[src/rtl/pwm_duty_monitor.sv]
// Counts high cycles of three PWM channels over 2^W-cycle frames and snapshots
// the per-frame duty counts into a ready/valid output register.
module pwm_duty_monitor #(
  parameter int unsigned W = 8
) (
  input  logic         clk,
  input  logic         reset,
  input  logic         pwm0_in,
  input  logic         pwm1_in,
  input  logic         pwm2_in,
  output logic [W:0]   duty0,
  output logic [W:0]   duty1,
  output logic [W:0]   duty2,
  output logic         duty_valid,
  input  logic         duty_ready,
  output logic         frame_end,
  output logic         overrun
);

  localparam int unsigned AW = W + 1;
  localparam logic [W-1:0] FCNT_LAST = '1;

  logic [W-1:0]  fcnt;
  logic [AW-1:0] acc0;
  logic [AW-1:0] acc1;
  logic [AW-1:0] acc2;
  logic [AW-1:0] cap0;
  logic [AW-1:0] cap1;
  logic [AW-1:0] cap2;
  logic          boundary;
  logic          slot_free;
  logic          transfer;

  // The boundary-cycle sample is folded into the capture, never into the next frame.
  always_comb begin
    boundary  = (fcnt == FCNT_LAST);
    slot_free = !duty_valid || duty_ready;
    transfer  = duty_valid && duty_ready;
    cap0      = acc0 + AW'(pwm0_in);
    cap1      = acc1 + AW'(pwm1_in);
    cap2      = acc2 + AW'(pwm2_in);
  end

  // Free-running frame counter and per-channel high-cycle accumulators.
  always_ff @(posedge clk or posedge reset) begin
    if (reset) begin
      fcnt      <= '0;
      acc0      <= '0;
      acc1      <= '0;
      acc2      <= '0;
      frame_end <= 1'b0;
    end else begin
      fcnt      <= fcnt + W'(1);
      frame_end <= boundary;
      if (boundary) begin
        acc0 <= '0;
        acc1 <= '0;
        acc2 <= '0;
      end else begin
        acc0 <= cap0;
        acc1 <= cap1;
        acc2 <= cap2;
      end
    end
  end

  // Snapshot slot: a load at the boundary wins over a same-cycle transfer.
  always_ff @(posedge clk or posedge reset) begin
    if (reset) begin
      duty0      <= '0;
      duty1      <= '0;
      duty2      <= '0;
      duty_valid <= 1'b0;
      overrun    <= 1'b0;
    end else if (boundary) begin
      if (slot_free) begin
        duty0      <= cap0;
        duty1      <= cap1;
        duty2      <= cap2;
        duty_valid <= 1'b1;
      end else begin
        overrun <= 1'b1;
      end
    end else if (transfer) begin
      duty_valid <= 1'b0;
    end
  end

endmodule
[config.mk]
export PLATFORM = sky130hd
export DESIGN_NAME = pwm_duty_monitor
export DESIGN_NICKNAME = d
export VERILOG_FILES = /design/src/rtl/pwm_duty_monitor.sv
export SDC_FILE = /design/constraint.sdc
export NUM_CORES = 1
export LEC_CHECK = 0
export CAP_MARGIN = 25
export CORE_MARGIN = 2
export CORE_UTILIZATION = 30
export CTS_CLUSTER_SIZE = 28
export DETAILED_ROUTE_END_ITERATION = 6
export DONT_BUFFER_PORTS = 1
export PLACE_DENSITY = 0.5
export SLEW_MARGIN = 20
export SYNTH_ARGS = -nofsm -noshare
export SYNTH_HDL_FRONTEND = slang
export SYNTH_SLANG_ARGS = --single-unit
[constraint.sdc]
create_clock -name clk -period 2.1 [get_ports clk]
set_input_delay 0.315 -clock clk [delete_from_list [all_inputs] [get_ports clk]]
set_output_delay 0.315 -clock clk [all_outputs]
set_load 0.1 [all_outputs]
==> run_results.csv, run 1 <==
group,metric,value,unit
run_status,status,"finished, final reports clean",
synth,synth_mux_area_share,4.936,%
drt,drc,0,
clock_tree,root_buffer,"clkbuf_8",
finish,drive_above_1_share,20.53,%
synth,yosys.area_share.simple,12.43,%
sta,tns,0,ps
drt,ant_nets,0,
floorplan,start_util,31.09,%
finish,diodes,0,
critical_path,cp_slowest_cell,"and3_4",
critical_path,cp_max_fo,25,
sta,worst-slew-pin-transition,906.1,ps
sta,fmaxAchievable,0.5708,GHz
clock_tree,clk_latency,350,ps
floorplan,core,0.008806,mm^2
synth,synth_edf_count,0,
power_and_ir_drop,swShare,28.09,%
synth,ys.warnings.count,0,
critical_path,crit_start,"fcnt[0]",
finish,utilization,36.42,%
sta,skew,10.09,ps
critical_path,cp_data_arrival_time,1980,ps
placed_design,dp_hpwl,3.830,mm
power_and_ir_drop,seq_power_share,50.3,%
finish,multi_input_area,0.001017,mm^2
synth,ys_ff_latch,65,
critical_path,required,2330,ps
critical_path,path_class,"reg -> reg",
synth,netlist-cell-type-count,26,
floorplan,die_w,99.53,um
synth,synthFlopType,"dfrtp_1",
finish,nFillCells,876,
synth,yosysSeqAreaShare,59.41,%
synth,synth_area_leaders,"dfrtp_1, a31oi_1, mux2_2",
clock_tree,cts.htree.levels,3,
synth,yosysMostFrequentCell,"dfrtp_1",
sta,post-route-min-period,1752,ps
critical_path,worstSetupEndpointType,"flip-flop",
synth,synth_top_area_share,59.41,%
power_and_ir_drop,leakage,1.462,nW
sta,rsz0062_at_grt,"false",
drt,wirelength,5.676,mm
global_routing,antenna_found_initial,0,
floorplan,io_pins,36,
synth,yosysTopAreaCell,"dfrtp_1",
global_routing,grt_pass1_wl,9.653,mm
global_routing,grt_pass1_vias,1826,
clock_tree,cts_tree,"built",
global_routing,grt_max_degree,28,
placed_design,place_ws,333.7,ps
critical_path,cp_cell_sequence,"ha_1, and4_4, and3_4, mux2_2",
drt,wire_per_inst,15.30,um
synth,synthAdderAreaFrac,3.199,%
clock_tree,cts_setup_buffers,0,
power_and_ir_drop,clkPwrFrac,34.2,%
clock_tree,cts.sinks,65,
clock_tree,cts_buffers,9,
clock_tree,clkTransAtPathRegs,70,ps
synth,synth_xor_area_share,4.799,%
floorplan,die_area,0.009905,mm^2
drt,firstDrtPassIters,4,
power_and_ir_drop,p_int,2.322,mW
sta,max_slew_margin,39.59,%
critical_path,reg2reg_from,"fcnt[0]",
sta,fin_crit_sh,83.43,%
hold_path,hold_class,"in -> reg",
synth,synth_compound_area_share,11.79,%
power_and_ir_drop,power_density,1007,mW/mm^2
finish,area_growth,17.14,%
drt,drt-initial-drc-count,82,
placed_design,port_buffers,0,
global_routing,track_usage,12.76,%
synth,synth_common_cells,"dfrtp_1, a31oi_1, a21oi_1, nand3_1",
drt,via_count,1844,
placed_design,gp_congestion,0.7258,
finish,seq_area,0.001627,mm^2
synth,synth_nets,244,
global_routing,grt_overflow,0,
drt,via_per_inst,4.970,
power_and_ir_drop,switchingPower,0.9070,mW
synth,syn_area,0.002738,mm^2
floorplan,die_h,99.53,um
sta,hold_viol_final,0,
sta,timing.final.ws_setup,348.0,ps
floorplan,rows,34,
sta,drv_slew,0,
power_and_ir_drop,power_frac_comb,15.5,%
hold_path,min_from,"pwm1_in",
synth,synth_top_family_by_area,"simple AND/OR/NAND/NOR gates",
job,max_cap_violations,0,
synth,synth_cells,231,
sta,setup_viol,0,
power_and_ir_drop,vdd_drop_max,0.4752,mV
synth,async_flop_share,100.0,%
critical_path,start_kind,"flip-flop",
clock_tree,clock_path_buffers,2,
critical_path,cpPeakStageDelay,420,ps
finish,fin_nets,271,
synth,syn_avg_cell_area,11.85,um^2
-- layer usage --
layer	up-vias	wire (um)	track usage (%)
met3	9	240	4.568
met4	0	91	5.058
met2	38	2636	19.07
li1	890	-	-
met5	-	0	0
met1	907	2708	16.94
-- critical path, delay by kind of cell, from the launching register on --
| family | cells | cell delay [ps] |
|---|---|---|
| multiplexers | 1 | 370 |
| adder cells (fa/ha/maj) | 1 | 230 |
| AND/OR/NAND/NOR | 2 | 670 |
| flip-flops | 1 | 360 |
-- stage by stage --
| stage | instance area (um^2) | total power [mW] | std cells | hold slack [ps] |
|---|---|---|---|---|
| floorplan | 2738 | 2.005 | 231 | 413.8 |
| global placement | 2989 | 2.138 | 354 | 247.4 |
| detailed placement | 2989 | 2.157 | 354 | 251.9 |
| CTS | 3207 | 3.277 | 371 | 221.3 |
| global route | 3207 | 3.448 | 371 | 234.7 |
| finish | 3207 | 3.229 | 371 | 238.3 |
-- sequential cells by signal, indices dropped and copies added (netlist names) --
signal	flops
duty2	9
duty0	9
acc0	9
acc2	9
duty_valid	1
fcnt	8
frame_end	1
acc1	9
overrun	1
duty1	9
-- final cells by class --
class / count / share of cell area (%)
sequential: 65 / 50.72
multi-input combinational: 151 / 31.72
timing repair buffer: 27 / 6.399
clock buffer: 14 / 5.384
tap: 108 / 4.214
clock inverter: 2 / 1.092
inverter: 4 / 0.4682
-- cells in the final DEF (no fill, tap or decap), types with 2 or more instances in the layout --
| cell type | count |
|---|---|
| dfrtp_1 | 65 |
| a31oi_1 | 28 |
| buf_4 | 26 |
| a21oi_1 | 16 |
| nand3_1 | 15 |
| o21ai_0 | 12 |
| or3_1 | 12 |
| and2_1 | 12 |
| clkbuf_8 | 12 |
| xnor2_1 | 9 |
| nand2_1 | 9 |
| mux2_2 | 8 |
| ha_1 | 7 |
| xor2_1 | 6 |
| nand4_1 | 5 |
| nor2_1 | 4 |
| mux2_4 | 3 |
| inv_1 | 2 |
| clkbuf_1 | 2 |
-- what timing repair did --
| action | in CTS | in global routing |
|---|---|---|
| endpoints found under the hold margin | 20 | 0 |
| gates resized for setup | 0 | 0 |
| hold buffers | 1 | 0 |
-- cell families after synthesis --
kind of cell / count (synthesis)
compound gates: 57
xor+xnor: 15
simple gates: 61
mux: 11
fa+ha+maj: 7
buf+inv: 15
flops: 65
-- power groups by stage --
stage	logic (mW)	registers, mW	clock network [mW]
2_1_floorplan	0.401	1.60	0
3_3_place_gp	0.498	1.64	0
3_5_place_dp	0.513	1.64	0
4_1_cts	0.517	1.62	1.14
5_1_grt	0.592	1.66	1.20
6_report	0.502	1.62	1.10
-- path summary, 6_finish.rpt --
| kind | end | slack [ps] | cells past startpoint |
|---|---|---|---|
| setup / recovery | duty2[4] | 350 | 4 |
| hold reg to reg | fcnt[0] | 440 | 1 |
| min in group asynchronous | duty1[7] | 450 | 2 |
| hold / removal | acc1[0] | 240 | 2 |
| max in group asynchronous | acc2[0] | 910 | 3 |
| setup reg to reg | duty2[4] | 350 | 4 |
Note: power is estimated with default switching activity, not from simulation.
==> inputs of run 2 (changes only) <==
==> constraint.sdc (replaced) <==
create_clock -name clk -period 1.8 [get_ports clk]
set_input_delay 0.27 -clock clk [delete_from_list [all_inputs] [get_ports clk]]
set_output_delay 0.27 -clock clk [all_outputs]
set_load 0.1 [all_outputs]
==> run_results.csv, run 2 (same netlist as run 1, synthesis figures left out) <==
group,metric,value,unit
run_status,status,"finished, final reports clean",
sta,worst-slew-pin-transition,353.1,ps
critical_path,r2r_cells,4,
finish,seq_area,0.001628,mm^2
drt,via_count,1871,
floorplan,core,0.008806,mm^2
clock_tree,cts_tree,"built",
finish,multi_input_area,0.001020,mm^2
sta,rsz0062_at_grt,"false",
floorplan,die_w,99.53,um
finish,area_growth,22.21,%
critical_path,start_kind,"flip-flop",
finish,final_cells,384,
finish,fin_nets,284,
finish,final_common_cell,"dfrtp_1",
hold_path,min_from,"pwm0_in",
power_and_ir_drop,vdd_drop_max,0.4990,mV
placed_design,gp_congestion,0.7565,
critical_path,required,2020,ps
clock_tree,cts_buffers,9,
drt,drc,0,
sta,max_slew_margin,76.46,%
finish,final_cell_mix,"dfrtp_1, buf_4, a31oi_1",
sta,fmaxAchievable,0.5997,GHz
drt,firstDrtPassIters,5,
global_routing,grt_overflow,0,
sta,tns,0,ps
floorplan,die_area,0.009905,mm^2
clock_tree,root_buffer,"clkbuf_8",
drt,drt-initial-drc-count,62,
drt,wire_per_inst,14.89,um
power_and_ir_drop,power_density,1161,mW/mm^2
global_routing,grt_pass1_wl,9.818,mm
global_routing,grt_pass1_vias,1949,
hold_path,holdPathStages,2,
clock_tree,clkTransAtPathRegs,80,ps
sta,hold_viol_final,0,
critical_path,r2r_slack,130,ps
clock_tree,clock_path_buffers,2,
floorplan,rows,34,
power_and_ir_drop,leakage,1.530,nW
clock_tree,cts.sinks,65,
global_routing,track_usage,12.79,%
placed_design,port_buffers,0,
job,max_cap_violations,0,
hold_path,holdPathEnd,"acc0[0]",
drt,wirelength,5.717,mm
finish,diodes,0,
drt,via_per_inst,4.872,
floorplan,io_pins,36,
floorplan,start_util,31.09,%
critical_path,reg2reg_from,"fcnt[0]",
finish,drive_above_1_share,25.72,%
floorplan,die_h,99.53,um
finish,nFillCells,832,
critical_path,r2r_end,"duty1[1]",
critical_path,path_class,"reg -> reg",
sta,drv_slew,0,
critical_path,cp_data_arrival_time,1890,ps
hold_path,hold_class,"in -> reg",
placed_design,place_inst,367,
placed_design,dp_hpwl,3.748,mm
global_routing,antenna_found_initial,0,
sta,post-route-min-period,1667,ps
drt,ant_nets,0,
sta,setup_viol,0,
critical_path,worstSetupEndpointType,"flip-flop",
clock_tree,clk_latency,340,ps
power_and_ir_drop,fin_total_pwr,3.885,mW
sta,skew,10.02,ps
critical_path,cp_max_fo,15,
sta,fin_crit_sh,92.64,%
global_routing,grt_max_degree,66,
clock_tree,cts.htree.levels,3,
[run 2: changes by cell type in the layout (fill, tap and decap cells not counted), sizes merged]
cell      delta
inv          -1
clkinvlp     +4
bufinv       +1
buf         +13
clkbuf       -4
[run 2: how the worst max path moves through the flow]
stage / startpoint / endpoint / slack [ps] / cells past startpoint
6_report: fcnt[0] / duty1[1] / 130 / 4
5_1_grt: fcnt[0] / duty0[5] / 30 / 5
4_1_cts: fcnt[0] / duty1[1] / 100 / 4
3_5_place_dp: fcnt[0] / duty1[1] / 120 / 4
3_3_place_gp: fcnt[0] / duty1[3] / 160 / 4
2_1_floorplan: fcnt[0] / duty2[0] / 50 / 7
[run 2: report_power, final]
part / total [mW] / switching, mW / internal [mW]
combinational: 0.588 / 0.311 / 0.276
sequential: 1.89 / 0.211 / 1.68
clock: 1.40 / 0.584 / 0.819
total: 3.88 / 1.11 / 2.78
[run 2: what timing repair did]
action,in CTS,in global routing
endpoints found under the hold margin,65,0
setup buffers,0,0
gates resized for setup,0,1
hold buffers,1,0
endpoints found under the setup margin,0,1
[run 2: worst max-delay path: stages, from the launching register on]
cell and delay, ps:
dfrtp_1 360, ha_1 240, and4_4 240, and3_4 340, mux2_2 370
[run 2: routing by layer]
layer  routed length (um)  GRT usage [%]  up-vias
li1                     -              -      914
met1                 2716          17.09      909
met2                 2669          19.18       39
met3                  242          4.498        9
met4                   88          4.742        0
met5                    0              0        -
[run 2: area by class of cell]
cell class,count,share of cell area (%)
sequential,65,48.65
multi-input combinational,151,30.48
timing repair buffer,40,9.424
clock buffer,10,4.114
tap,108,4.039
clock inverter,6,2.730
inverter,4,0.5610
[run 2: per-stage QoR]
step	hold slack (ps)	utilization, %	setup WS, ps	instance area, um^2
6_report	195.9	37.99	132.5	3346
5_1_grt	196.2	37.99	30.99	3346
4_1_cts	174.8	37.97	102.8	3343
3_5_place_dp	267.9	35.25	116.0	3104
3_3_place_gp	267.4	35.25	163.0	3104
2_1_floorplan	407.6	-	47.72	2743
==> inputs of run 3 (changes only) <==
--- a/config.mk
+++ b/config.mk
@@ -5,13 +5,14 @@
 export SDC_FILE = /design/constraint.sdc
 export NUM_CORES = 1
 export LEC_CHECK = 0
+export ABC_CLOCK_PERIOD_IN_PS = 1800
 export CAP_MARGIN = 25
 export CORE_MARGIN = 2
-export CORE_UTILIZATION = 30
+export CORE_UTILIZATION = 41
 export CTS_CLUSTER_SIZE = 28
 export DETAILED_ROUTE_END_ITERATION = 6
 export DONT_BUFFER_PORTS = 1
-export PLACE_DENSITY = 0.5
+export PLACE_DENSITY = 0.61
 export SLEW_MARGIN = 20
 export SYNTH_ARGS = -nofsm -noshare
 export SYNTH_HDL_FRONTEND = slang
==> run_results.csv, run 3 (same netlist as run 1, synthesis figures left out) <==
group,metric,value,unit
run_status,status,"finished, final reports clean",
placed_design,port_buffers,0,
drt,firstDrtPassIters,5,
floorplan,io_pins,36,
clock_tree,clkTransAtPathRegs,70,ps
clock_tree,cts.htree.levels,3,
floorplan,rows,29,
critical_path,cp_cell_sequence,"ha_1, and4_4, and3_4, mux2_2",
clock_tree,post_cts_resized,0,
critical_path,cp_slowest_cell,"dfrtp_1",
drt,via_count,1872,
critical_path,required,2020,ps
critical_path,r2r_end,"duty1[2]",
job,max_cap_violations,0,
sta,drv_slew,0,
drt,drc,0,
critical_path,cpPeakStageDelay,370,ps
sta,setup_viol,0,
critical_path,r2r_slack,120,ps
finish,fin_nets,285,
drt,wirelength,5.420,mm
critical_path,cp_max_fo,11,
sta,post-route-min-period,1682,ps
critical_path,start_kind,"flip-flop",
sta,max_slew_margin,75.22,%
critical_path,r2r_cells,4,
finish,diodes,0,
finish,final_common_cell,"dfrtp_1",
clock_tree,postCtsHoldBufs,1,
critical_path,crit_start,"fcnt[0]",
clock_tree,cts_setup_buffers,0,
clock_tree,cts_buffers,9,
global_routing,track_usage,16.68,%
critical_path,worstSetupEndpoint,"duty1[2]",
critical_path,cp_data_arrival_time,1900,ps
floorplan,die_area,0.007347,mm^2
global_routing,grt_max_degree,66,
clock_tree,clock_path_buffers,2,
clock_tree,cts_tree,"built",
clock_tree,root_buffer,"clkbuf_8",
finish,final_cells,354,
power_and_ir_drop,leakage,1.540,nW
clock_tree,clk_latency,340,ps
finish,final_cell_mix,"dfrtp_1, buf_4, a31oi_1",
power_and_ir_drop,fin_total_pwr,3.810,mW
floorplan,start_util,42.87,%
drt,via_per_inst,5.288,
sta,fin_crit_sh,93.42,%
global_routing,antenna_found_initial,0,
critical_path,path_class,"reg -> reg",
placed_design,dp_hpwl,3.700,mm
sta,fmaxAchievable,0.5947,GHz
power_and_ir_drop,power_density,1154,mW/mm^2
floorplan,die_w,85.72,um
global_routing,grt_pass1_vias,1931,
floorplan,core,0.006386,mm^2
global_routing,grt_pass1_wl,9.308,mm
global_routing,grt_overflow,0,
finish,area_growth,20.61,%
power_and_ir_drop,vdd_drop_max,0.6521,mV
sta,whs,204.0,ps
floorplan,die_h,85.72,um
placed_design,place_inst,337,
critical_path,reg2reg_from,"fcnt[0]",
drt,drt-initial-drc-count,117,
sta,skew,9.325,ps
sta,rsz0062_at_grt,"false",
drt,ant_nets,0,
finish,nFillCells,567,
sta,worst-slew-pin-transition,371.7,ps
clock_tree,cts.sinks,65,
sta,hold_viol_final,0,
drt,wire_per_inst,15.31,um
finish,drive_above_1_share,25.63,%
sta,tns,0,ps
hold_path,hold_class,"in -> reg",
placed_design,gp_congestion,0.7356,
critical_path,worstSetupEndpointType,"flip-flop",
## run 3: changes by cell type in the layout (fill, tap and decap cells not counted), sizes merged
cell	change
clkinvlp	-2
buf	+1
clkinv	+3
clkbuf	-1
## run 3: area by class of cell
cell class                 count  area (um^2)  share of cell area (%)
clock inverter                 7        95.09                   2.880
inverter                       4        18.77                  0.5684
tap                           77        96.34                   2.918
multi-input combinational    151         1017                   30.81
clock buffer                   9        123.9                   3.751
timing repair buffer          41        322.8                   9.776
sequential                    65         1628                   49.30
## run 3: stage by stage
stage | utilization (%) | area [um^2] | setup slack (ps)
floorplan | - | 2743 | 47.72
global placement | 48.12 | 3073 | 174.3
detailed placement | 48.12 | 3073 | 103.8
CTS | 51.70 | 3302 | 89.89
global route | 51.70 | 3302 | 4.234
finish | 51.70 | 3302 | 118.4
## run 3: worst min path at each step
stage	from	to	slack (ps)	cells after the start
final	pwm2_in	acc2[0]	200	2
after global routing	pwm1_in	acc1[0]	190	2
after detailed placement	reset	duty0[8]	270	2
after floorplan	reset	acc0[0]	410	1
after CTS	pwm2_in	acc2[0]	190	2
after global placement	reset	acc0[6]	260	2
## run 3: power by group
part           internal [mW]  switching [mW]  leakage [nW]
Clock                  0.779           0.560         0.109
Combinational          0.272           0.305         0.574
Sequential              1.68           0.210         0.857
Total                   2.73            1.08          1.54
## run 3: worst max-delay path, delay by kind of cell (launching register included)
family	cells	cell delay, ps
and+or+nand+nor	2	600
muxes	1	360
DFF	1	370
adders and majority gates	1	240
## run 3: metal layers
metal / vias to the layer above / wire (um) / global-route usage (%)
met5: - / 0 / 0
met4: 0 / 27 / 6.061
met3: 2 / 329 / 6.064
met2: 47 / 2699 / 26.56
met1: 904 / 2362 / 21.02
li1: 919 / - / -
